==> src/rtl/eds_post_processor.sv <==
// EDS line-sensor post processor.
// Samples the slow sensor interface in the clk_i domain. Reorders the eight
// 16-bit lanes into natural pixel order and emits each accepted word as two
// 64-bit beats. Flags words that hold any pixel outside the 12-bit range.
// Ports:
//   clk_i, rst_i             system clock, async active-low reset
//   eds_clk_i                sensor clock, sampled as data
//   eds_frame_en_i           frame active
//   eds_sensor_data_en_i     word valid
//   eds_sensor_data_i[127:0] eight 16-bit lanes, lane k at [16k+15:16k]
//   eds_post_vld_o           one-cycle strobe per output beat
//   eds_post_data_o[63:0]    four pixels, lowest index in [15:0]
//   eds_error_cnt_o[31:0]    erroneous words in the current frame (saturating)
//   eds_error_vld_o          one-cycle error strobe, coincident with beat A
//   eds_error_data_o[15:0]   lowest-index offending pixel
module eds_post_processor (
  input  logic         clk_i,
  input  logic         rst_i,
  input  logic         eds_clk_i,
  input  logic         eds_frame_en_i,
  input  logic         eds_sensor_data_en_i,
  input  logic [127:0] eds_sensor_data_i,
  output logic         eds_post_vld_o,
  output logic [63:0]  eds_post_data_o,
  output logic [31:0]  eds_error_cnt_o,
  output logic         eds_error_vld_o,
  output logic [15:0]  eds_error_data_o
);

  localparam int unsigned PIX_W   = 16;
  localparam int unsigned NUM_PIX = 8;
  localparam int unsigned WORD_W  = 128;
  localparam int unsigned BEAT_W  = 64;
  localparam int unsigned CNT_W   = 32;
  // Source lane of pixels P1..P8
  localparam int unsigned LANE_MAP [NUM_PIX] = '{4, 6, 5, 0, 7, 2, 1, 3};

  typedef enum logic [1:0] {
    IDLE   = 2'd0,
    BEAT_A = 2'd1,
    BEAT_B = 2'd2
  } state_e;

  logic [2:0]        clk_sync_q;
  logic [2:0]        fen_sync_q;
  logic [1:0]        den_sync_q;
  logic              rise_q;
  logic [WORD_W-1:0] cap_data_q;
  logic              cap_accept_q;

  state_e            state_q, state_d;
  logic              post_vld_q, post_vld_d;
  logic [BEAT_W-1:0] post_data_q, post_data_d;
  logic              err_vld_q, err_vld_d;
  logic [PIX_W-1:0]  err_data_q, err_data_d;
  logic [CNT_W-1:0]  err_cnt_q, err_cnt_d;

  logic [PIX_W-1:0]  pix [NUM_PIX];
  logic [BEAT_W-1:0] beat_a, beat_b;
  logic              word_err;
  logic [PIX_W-1:0]  err_pix;
  logic              frame_rise;

  // Synchronizers, sensor-edge strobe and word capture
  always_ff @(posedge clk_i or negedge rst_i) begin
    if (!rst_i) begin
      clk_sync_q   <= '0;
      fen_sync_q   <= '0;
      den_sync_q   <= '0;
      rise_q       <= 1'b0;
      cap_data_q   <= '0;
      cap_accept_q <= 1'b0;
    end else begin
      clk_sync_q   <= {clk_sync_q[1:0], eds_clk_i};
      fen_sync_q   <= {fen_sync_q[1:0], eds_frame_en_i};
      den_sync_q   <= {den_sync_q[0], eds_sensor_data_en_i};
      rise_q       <= clk_sync_q[1] & ~clk_sync_q[2];
      cap_accept_q <= rise_q & fen_sync_q[1] & den_sync_q[1];
      if (rise_q) begin
        cap_data_q <= eds_sensor_data_i;
      end
    end
  end

  // Lane-to-pixel reorder
  for (genvar g = 0; g < NUM_PIX; g++) begin : g_pix
    assign pix[g] = cap_data_q[PIX_W*LANE_MAP[g] +: PIX_W];
  end

  assign beat_a = {pix[3], pix[2], pix[1], pix[0]};
  assign beat_b = {pix[7], pix[6], pix[5], pix[4]};

  // Range check; descending scan leaves the lowest-index offender in err_pix
  always_comb begin
    word_err = 1'b0;
    err_pix  = '0;
    for (int i = NUM_PIX - 1; i >= 0; i--) begin
      if (pix[3'(i)][PIX_W-1:12] != '0) begin
        word_err = 1'b1;
        err_pix  = pix[3'(i)];
      end
    end
  end

  assign frame_rise = fen_sync_q[1] & ~fen_sync_q[2];

  // Beat sequencer: next state and registered-output next values
  always_comb begin
    state_d     = state_q;
    post_vld_d  = 1'b0;
    post_data_d = post_data_q;
    err_vld_d   = 1'b0;
    err_data_d  = err_data_q;
    case (state_q)
      IDLE: begin
        if (cap_accept_q) begin
          state_d     = BEAT_A;
          post_vld_d  = 1'b1;
          post_data_d = beat_a;
          if (word_err) begin
            err_vld_d  = 1'b1;
            err_data_d = err_pix;
          end
        end
      end
      BEAT_A: begin
        state_d     = BEAT_B;
        post_vld_d  = 1'b1;
        post_data_d = beat_b;
      end
      BEAT_B:  state_d = IDLE;
      default: state_d = IDLE;
    endcase
  end

  // Error counter: frame-start clear wins, but a coincident error still counts
  always_comb begin
    err_cnt_d = err_cnt_q;
    if (frame_rise) begin
      err_cnt_d = err_vld_q ? CNT_W'(1) : '0;
    end else if (err_vld_q && (err_cnt_q != '1)) begin
      err_cnt_d = err_cnt_q + CNT_W'(1);
    end
  end

  always_ff @(posedge clk_i or negedge rst_i) begin
    if (!rst_i) begin
      state_q     <= IDLE;
      post_vld_q  <= 1'b0;
      post_data_q <= '0;
      err_vld_q   <= 1'b0;
      err_data_q  <= '0;
      err_cnt_q   <= '0;
    end else begin
      state_q     <= state_d;
      post_vld_q  <= post_vld_d;
      post_data_q <= post_data_d;
      err_vld_q   <= err_vld_d;
      err_data_q  <= err_data_d;
      err_cnt_q   <= err_cnt_d;
    end
  end

  assign eds_post_vld_o   = post_vld_q;
  assign eds_post_data_o  = post_data_q;
  assign eds_error_vld_o  = err_vld_q;
  assign eds_error_data_o = err_data_q;
  assign eds_error_cnt_o  = err_cnt_q;

endmodule

==> config.mk <==
export PLATFORM = sky130hd
export DESIGN_NAME = eds_post_processor
export DESIGN_NICKNAME = d
export VERILOG_FILES = /design/src/rtl/eds_post_processor.sv
export SDC_FILE = /design/constraint.sdc
export NUM_CORES = 1
export LEC_CHECK = 0
export BUFFER_PORTS_ARGS = -buffer_cell sky130_fd_sc_hd__buf_2
export CELL_PAD_IN_SITES_DETAIL_PLACEMENT = 1
export CELL_PAD_IN_SITES_GLOBAL_PLACEMENT = 1
export CORE_MARGIN = 4
export CORE_UTILIZATION = 40
export DETAILED_ROUTE_END_ITERATION = 16
export HOLD_SLACK_MARGIN = 0.1
export PLACE_DENSITY = 0.73
export SYNTH_ARGS = -nofsm -noshare
export SYNTH_HDL_FRONTEND = slang
export SYNTH_SLANG_ARGS = --single-unit
==> constraint.sdc <==
create_clock -name clk_i -period 4 [get_ports clk_i]
set_clock_uncertainty 0.15 [all_clocks]
set_input_delay 0.8 -clock clk_i [delete_from_list [all_inputs] [get_ports clk_i]]
set_output_delay 0.8 -clock clk_i [all_outputs]
set_load 0.1 [all_outputs]
Yosys cells after proc, flatten, opt, wreduce, memory -nomap -nowiden

Cells that the tools add are included.

Output and inout bits: 114
Flip-flop bits (word level): 254

Reduce and logical (&&, ||, !) cells: 10
Eq/ne operators: 3
Add/sub/neg operators: 1
Mux-type cells: 20
Bitwise gates (word level): 6

Operator list:

| kind                                                 | count |
|---|---|
| one-hot mux 64 bit (2 select lines)                  | 1 |
| two-way mux 16 bit                                   | 4 |
| two-way mux 32 bit                                   | 2 |
| two-way mux 64 bit                                   | 1 |
| adder 32 x 1 -> 32 bit (second input constant)       | 1 |
| != test 32 bit (second input constant)               | 1 |
| nonzero test 4 bit                                   | 4 |
| two-way mux 1 bit                                    | 9 |
| bitwise AND 1 bit                                    | 4 |
| one-hot mux 2 bit (2 select lines)                   | 1 |
| nonzero test 2 bit                                   | 2 |
| AND reduction 3 bit                                  | 1 |
| equality test 2 x 1 -> 1 bit (second input constant) | 1 |
| zero test 2 bit                                      | 1 |
| two-way mux 2 bit                                    | 1 |
| != test 2 bit (second input constant)                | 1 |
| inverter 1 bit                                       | 2 |
| one-hot mux 1 bit (2 select lines)                   | 1 |
| AND reduction 2 bit                                  | 1 |
| logical AND 1 bit                                    | 1 |

Depth between registers and ports, before layout

Gate-level depths: netlist (run 1).

Word-level depth: 8
Mapped depth: 7
Depth with buffers taken out: 6

Least setup slack after synthesis (run 1)

Ideal clock, no wire load.

Path kind: register -> register
From: reg err_cnt_q[8] (netlist: eds_error_cnt_o[8])
To: reg err_cnt_q[13] (netlist: eds_error_cnt_o[13])
Cell stages (with the launch flop): 7
Setup slack: 1.286 ns
Arrival: 2.486 ns
Period minus slack after synthesis: 2.714 ns
Setup time: 0.078 ns
Cells stage by stage: dfrtp_1 > and4_4 > nand4_1 > o41ai_2 > buf_2 > o21ai_0 > a21oi_1

Longest elaborated chain between the ends: 3
Elaborated cells between the ends (all ways): 6

Ends and longest elaborated chain:

| item                                                            | RTL line | text |
|---|---|---|
| start, declared                                                 | 56       | `logic [CNT_W-1:0] err_cnt_q, err_cnt_d;` |
| start signal, assigned                                          | 160      | `err_cnt_q <= err_cnt_d;` |
| adder 32 x 1 -> 32 bit / != test 32 bit (equally long branches) | 142, 141 |  |
| two-way mux 32 bit / logical AND 1 bit (equally long branches)  | 141      | `end else if (err_vld_q && (err_cnt_q != '1)) begin` |
| two-way mux 32 bit / nonzero test 2 bit (equally long branches) | --       |  |

Several ways; a longest one is shown, not always the timed one. The select of a mux whose other input is x is not followed.
A chain may end at the register's enable or synchronous reset.

Worst setup path in the final report (run 1)

From: reg cap_data_q[95]
To: reg err_data_q[9] (netlist: eds_error_data_o[9])

Longest elaborated chain between the ends: 5
Elaborated cells between the ends (all ways): 8

Ends and longest elaborated chain:

| item                                 | RTL line | text |
|---|---|---|
| start, declared                      | 48       | `logic [WORD_W-1:0] cap_data_q;` |
| start signal, assigned               | 80       | `cap_data_q <= eds_sensor_data_i;` |
| nonzero test 4 bit *                 | 98       | `if (pix[3'(i)][PIX_W-1:12] != '0) begin` |
| two-way mux 1 bit (3 in series)      | 98       |  |
| AND reduction 3 bit (no source line) | --       |  |
| end signal, assigned                 | 159      | `err_data_q <= err_data_d;` |
| end, declared                        | 55       | `logic [PIX_W-1:0] err_data_q, err_data_d;` |

Every way passes the cells marked *; elsewhere a longest branch is shown, timed or not.

==> key figures, run 1 <==
Setup path
  • Worst flop-to-flop path endpoint: eds_error_data_o[9]
  • Startpoint type of the worst setup path: flop
  • Worst Setup Path Type: flop to flop
  • Arrival @ worst endpoint: 3.01 ns
  • Required arrival time at the worst endpoint: 4.32 ns
  • Setup slack on the worst flop-to-flop path: 1.31 ns
  • Reg2Reg Launch Point: cap_data_q[95]
  • Critical path capture point: eds_error_data_o[9]
  • CP startpoint: cap_data_q[95]
  • Crit. End Element: flop
  • Cell depth of the worst flop-to-flop path: 5
  • Worst Path Max Fanout: 16

Synth
  • Count of distinct cell types in the synthesized netlist: 43
  • Number of nets produced by synthesis: 1099
  • Post-synth ARST share: 100%
  • Share of Yosys cell area claimed by the top area cell type: 59.1%
  • Dominant synthesized flop cell: sky130_fd_sc_hd__dfrtp_1
  • Syn Std Cell Area: 0.0108 sq mm
  • Warning count from the yosys run: 0
  • Count of state elements after synthesis: 254
  • Leading cell types by count after synthesis: 254 x sky130_fd_sc_hd__dfrtp_1, 155 x sky130_fd_sc_hd__nand2_1, 128 x sky130_fd_sc_hd__mux2_2, 98 x sky130_fd_sc_hd__nor2_1, 61 x sky130_fd_sc_hd__a31oi_1
  • Largest area contributor in the netlist: sky130_fd_sc_hd__dfrtp_1
  • Most numerous cell in the Yosys netlist: sky130_fd_sc_hd__dfrtp_1
  • Cell count after synthesis: 965
  • Mean instance size in the synthesized netlist: 11.2 sq um
  • Most area-consuming cells after synthesis: sky130_fd_sc_hd__dfrtp_1 59%, sky130_fd_sc_hd__mux2_2 13%, sky130_fd_sc_hd__nand2_1 5.4%, sky130_fd_sc_hd__a31oi_1 3.5%, sky130_fd_sc_hd__nor2_1 3.4%
  • Sequential fraction of the synthesis area: 59.1%
  • Post-synth EDFFs: 0

Power
  • Switching share of total power: 41.0%
  • Share of total power in the clock network: 30.9%
  • P_leak: 6.06 nW
  • Logic gate share of total power: 30.9%
  • Internal Dissipation: 5.13 mW
  • Switching power of the nets: 3.56 mW
  • VDD IR-drop max: 0.414 mV
  • Fraction of power consumed by sequential logic: 38.2%
  • Power per cell area: 652 mW/mm^2

Routing
  • Average routed wire per standard cell: 20.9 microns
  • Post-DRT Antenna Nets: 0
  • DRC errors left: 0
  • Via-per-instance ratio: 5.40
  • Total Wirelength: 32600 microns
  • Iteration count of the initial detailed-routing pass: 4
  • Routed via count: 8412
  • DRT iter0 DRCs: 483

Placement
  • Total cell area at the placement stage: 0.0123 sq mm
  • Final estimated routing congestion in global placement: 0.812
  • Placed wire-length estimate after detailed placement: 23300 microns
  • Total placed cells including tap cells: 1499
  • Count of buffers inserted at the top-level ports: 246

Layout
  • Core occupancy in the finished layout: 50.7%
  • Ratio of cells with drive above 1 in the final layout: 36.8%
  • Count of placed standard cells in the final layout, fillers left out: 1558
  • Nets: 1329
  • Area of all placed cells without fillers: 0.0133 sq mm
  • Number of filler cells placed in the layout: 2929
  • Area added between synthesis and finish: 23.9%

STA
  • RSZ-0062 raised after global routing: no
  • Final worst path period share: 67.3%
  • Fin. Hold Viols: 0
  • Total Neg Setup Slack: 0 ns
  • Worst Max-Slew Pin Slew: 1.19 ns
  • Final critical-path required period: 2.69 ns
  • Maximum achievable frequency: 371 MHz
  • Max transition margin: 20.7%
  • Number of pins exceeding their max-slew limit in the final report: 0
  • Final number of setup-violating endpoints: 0

Clock tree
  • Number of hold buffers added after CTS: 0
  • Post-CTS Repair Setup Buffers: 0
  • Number of cells upsized or downsized after cts: 0
  • H-tree level count: 1
  • Cts bufs inserted: 29
  • Clock-pin slew on the worst setup and hold paths: 0.06 ns
  • CTS Root Cell: sky130_fd_sc_hd__clkbuf_16
  • Source-to-sink clock delay at the later pin of the worst-skew pair: 0.56 ns
  • Number of sinks driven by the clock tree: 254
  • Maximum root-to-sink buffer count: 3
  • CTS tree: done

Global route
  • Initial antenna violation count: 12
  • Largest net degree at the start of global routing: 87
  • Number of global-route vias before repair: 8984
  • Total global routing track utilization: 21.7%
  • Total global routing overflow: 0
  • Global-route wire length before repair: 50700 microns

Status
  • Result of the run: finished clean

Die
  • Die width: 172 microns
  • Initial Util: 40.9%
  • Overall die area: 0.0296 sq mm
  • Total I/O pin count: 247
  • Vertical die dimension: 172 microns
  • Core Region: 0.0263 sq mm
  • Row Count: 59

Hold path
  • Class of the most critical hold timing path: primary input to asynchronous set/reset pin

Flow run
  • Number of maximum-capacitance constraint violations: 0
==> logic make-up after synthesis <==
kind of cell / count (synthesis) / share of synthesized area, %
compound gates: 172 / 9.93
flops: 254 / 59.1
xor+xnor: 1 / 0.0814
buf+inv: 64 / 2.40
fa+ha+maj: 1 / 0.116
simple gates: 333 / 13.9
mux: 140 / 14.5
==> critical path: stages (launching register included) <==
cell	delay, ns
sky130_fd_sc_hd__dfrtp_1	0.45
sky130_fd_sc_hd__nor4_4	1.00
sky130_fd_sc_hd__mux2i_1	0.35
sky130_fd_sc_hd__a211oi_1	0.44
sky130_fd_sc_hd__a21oi_1	0.07
sky130_fd_sc_hd__o21ai_1	0.14
==> per-stage QoR <==
| stage | total power, mW | setup slack [ns] | hold slack (ns) |
|---|---|---|---|
| after floorplan | 5.41 | 1.29 | 0.181 |
| after global placement | 6.00 | 1.32 | 0.185 |
| after detailed placement | 6.07 | 1.33 | 0.186 |
| after CTS | 8.78 | 1.31 | 0.118 |
| after global routing | 9.06 | 1.18 | 0.128 |
| final | 8.69 | 1.31 | 0.0879 |
==> registers in the layout (all words and copies together) (netlist names), 2 cells and up <==
name / count
clk_sync_q: 3
eds_error_cnt_o: 32
den_sync_q: 2
eds_post_data_o: 64
state_q: 2
fen_sync_q: 3
eds_error_data_o: 16
cap_data_q: 128
==> cell type report <==
class	instances	area [sq um]	area share, %
Clock buffer	42	855	6.41
Multi-Input combinational cell	647	4170	31.3
Inverter	6	22.5	0.169
Clock inverter	11	126	0.948
Timing Repair Buffer	257	1360	10.2
Antenna cell	6	15.0	0.113
Tap cell	335	419	3.14
Sequential cell	254	6360	47.7
==> power by group through the flow <==
stage,combinational [mW],clock [mW],sequential [mW]
2_1_floorplan,0.513,0,4.90
3_3_place_gp,2.65,0,3.35
5_1_grt,2.81,2.87,3.37
4_1_cts,2.72,2.75,3.32
6_report,2.69,2.69,3.32
3_5_place_dp,2.71,0,3.35
==> per-layer routing <==
metal	vias to the layer above	global-route usage [%]	wire length (microns)
met5	-	0	82
met4	14	6.02	892
met3	56	5.14	1860
met2	217	35.8	15700
met1	4225	29.0	14100
li1	3900	-	-
==> layout by cell type (no fill, tap or decap), drive strengths merged <==
master	synthesis	routed
nor2	98	98
o31ai	10	10
and4	6	6
clkbuf	50	42
or4	14	14
buf	8	257
clkinv	0	7
a31o	1	1
nand3	14	14
nand4bb	1	1
inv	6	7
nand2b	2	2
or3	14	14
nor3	5	5
o2111ai	2	2
a211oi	13	13
o41ai	3	3
nand3b	1	1
o211ai	1	1
mux2i	12	12
mux2	128	128
a31oi	61	61
xor2	1	1
and2	5	5
nand2	156	156
nor2b	2	2
dfrtp	254	254
nor4	4	4
nand4	8	8
ha	1	1
a21oi	46	46
o21ai	34	34
diode	0	6
clkinvlp	0	1
a2111oi	1	1
bufinv	0	2
and3	3	3
==> worst min-delay path by stage <==
stage	endpoint	slack, ns	cells past startpoint
after floorplan	clk_sync_q[1]	0.18	0
after global placement	den_sync_q[1]	0.19	0
after detailed placement	fen_sync_q[1]	0.19	0
after CTS	eds_error_cnt_o[16]	0.12	1
after global routing	eds_error_cnt_o[14]	0.13	1
final	eds_error_cnt_o[14]	0.09	1
(Power assumes the default switching activity.)
==> inputs of run 2 (changes only) <==
--- a/config.mk
+++ b/config.mk
@@ -5,11 +5,12 @@
 export SDC_FILE = /design/constraint.sdc
 export NUM_CORES = 1
 export LEC_CHECK = 0
+export ABC_AREA = 1
 export BUFFER_PORTS_ARGS = -buffer_cell sky130_fd_sc_hd__buf_2
 export CELL_PAD_IN_SITES_DETAIL_PLACEMENT = 1
 export CELL_PAD_IN_SITES_GLOBAL_PLACEMENT = 1
 export CORE_MARGIN = 4
-export CORE_UTILIZATION = 40
+export CORE_UTILIZATION = 36
 export DETAILED_ROUTE_END_ITERATION = 16
 export HOLD_SLACK_MARGIN = 0.1
 export PLACE_DENSITY = 0.73
==> constraint.sdc (replaced) <==
create_clock -name clk_i -period 2.42 [get_ports clk_i]
set_clock_uncertainty 0.15 [all_clocks]
set_input_delay 0.484 -clock clk_i [delete_from_list [all_inputs] [get_ports clk_i]]
set_output_delay 0.484 -clock clk_i [all_outputs]
set_load 0.1 [all_outputs]
==> run 2 against run 1 <==
Effect of this change:
- die area is 16% higher
- sequential power is 61% higher
- worst setup slack worse by 1.0 ns
- sequential cell count stayed put
- sequential share of layout area is 6.5 points lower
- critical endpoint is now eds_error_cnt_o[7]
- worst hold slack better by 0.12 ns
- combinational power is 74% higher
- synthesized cell count is 40% higher
- global-route usage is 2.1 points higher
==> key figures, run 2 <==
STA
  • Total Neg Setup Slack: 0 ns (unchanged)
  • Final worst path period share: 89.3%
  • Max transition margin: 54.9% (was 20.7%)
  • Number of pins exceeding their max-slew limit in the final report: 0 (unchanged)
  • RSZ-0062 raised after global routing: no (unchanged)
  • Worst Max-Slew Pin Slew: 0.669 ns (was 1.19 ns)
  • Final number of setup-violating endpoints: 0 (unchanged)
  • Crit path setup slack, layout: 0.258 ns (was 1.31 ns)
  • Maximum achievable frequency: 462 MHz
  • Fin. Hold Viols: 0 (unchanged)
  • Final critical-path required period: 2.16 ns

Setup path
  • Crit. End Element: primary output (was flop)
  • Arrival @ worst endpoint: 1.53 ns (was 3.01 ns)
  • Crit-path max cell delay: 0.49 ns (was 1.00 ns)
  • Startpoint type of the worst setup path: flop (unchanged)
  • Slowest CP cell: sky130_fd_sc_hd__dfrtp_1 (was sky130_fd_sc_hd__nor4_4)
  • Series of cell instances along the critical path: buf_2 (was nor4_4, mux2i_1, a211oi_1, a21oi_1, o21ai_1)
  • Worst Setup Path Type: flop to primary output (was flop to flop)
  • Kind of cell adding the most delay to the critical path: flip-flops (was simple AND/OR/NAND/NOR gates)
  • Worst Path Max Fanout: 6 (was 16)
  • Buffer and inverter count on the worst path: 1 (was 0)
  • Required arrival time at the worst endpoint: 1.79 ns (was 4.32 ns)

Synth
  • Cell count after synthesis: 1348 (was 965)
  • Parity-gate share of the synthesized area counting xor and xnor cells: 0.696% (was 0.0814%)
  • Number of nets produced by synthesis: 1482 (was 1099)
  • Mean instance size in the synthesized netlist: 8.40 sq um (was 11.2 sq um)
  • Largest area contributor in the netlist: sky130_fd_sc_hd__dfrtp_1 (unchanged)
  • Dominant synthesized flop cell: sky130_fd_sc_hd__dfrtp_1 (unchanged)
  • Count of distinct cell types in the synthesized netlist: 32 (was 43)
  • Warning count from the yosys run: 0 (unchanged)
  • Synthesized-area fraction occupied by ao, oa, aoi and oai cells: 14.0% (was 9.93%)
  • Leading cell types by count after synthesis: 395 x sky130_fd_sc_hd__nand2_1, 254 x sky130_fd_sc_hd__dfrtp_1, 239 x sky130_fd_sc_hd__o21ai_0, 146 x sky130_fd_sc_hd__inv_1, 75 x sky130_fd_sc_hd__nor2_1 (was 254 x sky130_fd_sc_hd__dfrtp_1, 155 x sky130_fd_sc_hd__nand2_1, 128 x sky130_fd_sc_hd__mux2_2, 98 x sky130_fd_sc_hd__nor2_1, 61 x sky130_fd_sc_hd__a31oi_1)
  • Share of synthesized cell area in and, or, nand and nor gates: 19.1% (was 13.9%)
  • Post-synth EDFFs: 0 (unchanged)
  • Count of state elements after synthesis: 254 (unchanged)
  • Mux share of post-synthesis cell area: 2.39% (was 14.5%)
  • Sequential fraction of the synthesis area: 56.1% (was 59.1%)
  • Most numerous cell in the Yosys netlist: sky130_fd_sc_hd__nand2_1 (was sky130_fd_sc_hd__dfrtp_1)
  • Adder and majority gate portion of the synthesized area: 0.110% (was 0.116%)
  • Dominant combinational cell family by area after synthesis: simple AND/OR/NAND/NOR gates (was multiplexers)
  • Most area-consuming cells after synthesis: sky130_fd_sc_hd__dfrtp_1 56%, sky130_fd_sc_hd__nand2_1 13%, sky130_fd_sc_hd__o21ai_0 11%, sky130_fd_sc_hd__inv_1 4.8%, sky130_fd_sc_hd__a21oi_1 2.5% (was sky130_fd_sc_hd__dfrtp_1 59%, sky130_fd_sc_hd__mux2_2 13%, sky130_fd_sc_hd__nand2_1 5.4%, sky130_fd_sc_hd__a31oi_1 3.5%, sky130_fd_sc_hd__nor2_1 3.4%)
  • Post-synth ARST share: 100% (unchanged)
  • Syn Std Cell Area: 0.0113 sq mm (was 0.0108 sq mm)
  • Share of Yosys cell area claimed by the top area cell type: 56.1% (was 59.1%)

Die
  • Total I/O pin count: 247 (unchanged)
  • Row Count: 64 (was 59)
  • Core Region: 0.0308 sq mm (was 0.0263 sq mm)
  • Die width: 185 microns (was 172 microns)
  • Vertical die dimension: 185 microns (was 172 microns)
  • Initial Util: 36.7% (was 40.9%)
  • Overall die area: 0.0344 sq mm (was 0.0296 sq mm)

Routing
  • Via-per-instance ratio: 4.98 (was 5.40)
  • Routed via count: 10600 (was 8412)
  • Average routed wire per standard cell: 19.1 microns (was 20.9 microns)
  • Total Wirelength: 40900 microns (was 32600 microns)
  • DRC errors left: 0 (unchanged)
  • Iteration count of the initial detailed-routing pass: 5 (was 4)
  • DRT iter0 DRCs: 683 (was 483)
  • Post-DRT Antenna Nets: 0 (unchanged)

Placement
  • Final estimated routing congestion in global placement: 0.845 (was 0.812)
  • Total cell area at the placement stage: 0.0131 sq mm (was 0.0123 sq mm)
  • Count of buffers inserted at the top-level ports: 246 (unchanged)
  • Total placed cells including tap cells: 1947 (was 1499)
  • Placed wire-length estimate after detailed placement: 26800 microns (was 23300 microns)
  • Place WS: 0.348 ns (was 1.33 ns)

Global route
  • Total global routing track utilization: 23.8% (was 21.7%)
  • Initial antenna violation count: 6 (was 12)
  • Largest net degree at the start of global routing: 85 (was 87)
  • Total global routing overflow: 0 (unchanged)
  • Number of global-route vias before repair: 11400 (was 8984)
  • Global-route wire length before repair: 64800 microns (was 50700 microns)

Hold path
  • Class of the most critical hold timing path: flop to flop (was primary input to asynchronous set/reset pin)

Clock tree
  • Number of sinks driven by the clock tree: 254 (unchanged)
  • Clock-pin slew on the worst setup and hold paths: 0.06 ns (about the same)
  • Maximum root-to-sink buffer count: 3 (unchanged)
  • Source-to-sink clock delay at the later pin of the worst-skew pair: 0.57 ns (was 0.56 ns)
  • CTS tree: done (unchanged)
  • Cts bufs inserted: 29 (unchanged)
  • CTS Root Cell: sky130_fd_sc_hd__clkbuf_16 (unchanged)
  • H-tree level count: 1 (unchanged)
  • Post-CTS Repair Setup Buffers: 0 (unchanged)
  • Number of cells upsized or downsized after cts: 0 (unchanged)

Power
  • Share of total power in the clock network: 32.3% (was 30.9%)
  • Fraction of power consumed by sequential logic: 36.1% (was 38.2%)
  • VDD IR-drop max: 0.642 mV (was 0.414 mV)
  • Internal Dissipation: 8.68 mW (was 5.13 mW)
  • Power per cell area: 958 mW/mm^2 (was 652 mW/mm^2)
  • Logic gate share of total power: 31.6% (was 30.9%)
  • Switching share of total power: 41.3% (was 41.0%)
  • Final total power: 14.8 mW (was 8.69 mW)
  • Switching power of the nets: 6.10 mW (was 3.56 mW)
  • P_leak: 7.50 nW (was 6.06 nW)

Layout
  • Area of all placed cells without fillers: 0.0154 sq mm (was 0.0133 sq mm)
  • Flip-flop count of the largest register after layout: 128 (unchanged)
  • Count of placed standard cells in the final layout, fillers left out: 2136 (was 1558)
  • Most frequent standard cell in the layout excluding fill and tap cells: sky130_fd_sc_hd__nand2_1 (was sky130_fd_sc_hd__dfrtp_1)
  • Area added between synthesis and finish: 36.2% (was 23.9%)
  • Nets: 1848 (was 1329)
  • Largest reg by FF count: cap_data_q (unchanged)
  • Commonest non-fill, non-tap cells in the layout: 395 x sky130_fd_sc_hd__nand2_1, 251 x sky130_fd_sc_hd__dfrtp_1, 245 x sky130_fd_sc_hd__buf_2 (was 253 x sky130_fd_sc_hd__dfrtp_1, 245 x sky130_fd_sc_hd__buf_2, 154 x sky130_fd_sc_hd__nand2_1)
  • Number of filler cells placed in the layout: 3690 (was 2929)
  • Ratio of cells with drive above 1 in the final layout: 20.7% (was 36.8%)

Flow run
  • Number of maximum-capacitance constraint violations: 0 (unchanged)

Status
  • Result of the run: finished clean (unchanged)
==> run 2: through the flow <==
stage	hold slack (ns)	utilization, %
finish	0.207	50.1
global route	0.220	50.0
CTS	0.212	50.0
detailed placement	0.196	42.4
global placement	0.186	42.4
floorplan	0.0384	-
==> run 2: layout make-up <==
type | count | area [sq um] | area share, %
Sequential cell | 254 | 6360 | 41.2
Multi-Input combinational cell | 879 | 4130 | 26.7
Timing Repair Buffer | 402 | 2860 | 18.5
Clock buffer | 44 | 832 | 5.39
Inverter | 148 | 561 | 3.63
Tap cell | 396 | 495 | 3.21
Clock inverter | 10 | 196 | 1.27
Antenna cell | 3 | 7.51 | 0.0486
==> run 2: logic make-up (layout without fill, tap and decap cells) <==
kind of cell / after synthesis / count (layout)
xor+xnor: 9 / 9
buf+inv: 215 / 604
fa+ha+maj: 1 / 1
other cells: 0 / 3
flops: 254 / 254
simple gates: 533 / 533
mux: 24 / 24
compound gates: 312 / 312
==> run 2: repair_timing <==
action / CTS / global route
hold buffers: 132 / 0
endpoints found under the hold margin: 176 / 0
endpoints found under the setup margin: 0 / 0
==> run 2: per-layer routing <==
metal / part of all wire (%) / vias up / global-route usage, %
li1: - / 5024 / -
met1: 42 / 5224 / 30.8
met2: 49 / 292 / 40.7
met3: 5.4 / 97 / 4.40
met4: 3.4 / 10 / 7.22
met5: 0.17 / - / 0
==> run 2: final timing paths <==
path,start,endpoint,slack [ns],cells past startpoint
worst max-delay path,eds_error_cnt_o[7],eds_error_cnt_o[7],0.26,1
worst min-delay path,fen_sync_q[0],fen_sync_q[1],0.21,0
worst max register to register,eds_error_cnt_o[0],eds_error_cnt_o[13],0.33,11
worst min register to register,fen_sync_q[0],fen_sync_q[1],0.21,0
max in group asynchronous,rst_i,den_sync_q[0],1.07,3
min in group asynchronous,rst_i,eds_error_cnt_o[5],0.31,2
==> run 2: power groups by stage <==
stage,Clock [mW],Sequential (mW),Combinational (mW)
global placement,0,5.37,4.40
global route,5.02,5.41,4.92
detailed placement,0,5.38,4.47
floorplan,0,7.90,0.815
finish,4.77,5.34,4.67
CTS,4.83,5.32,4.65
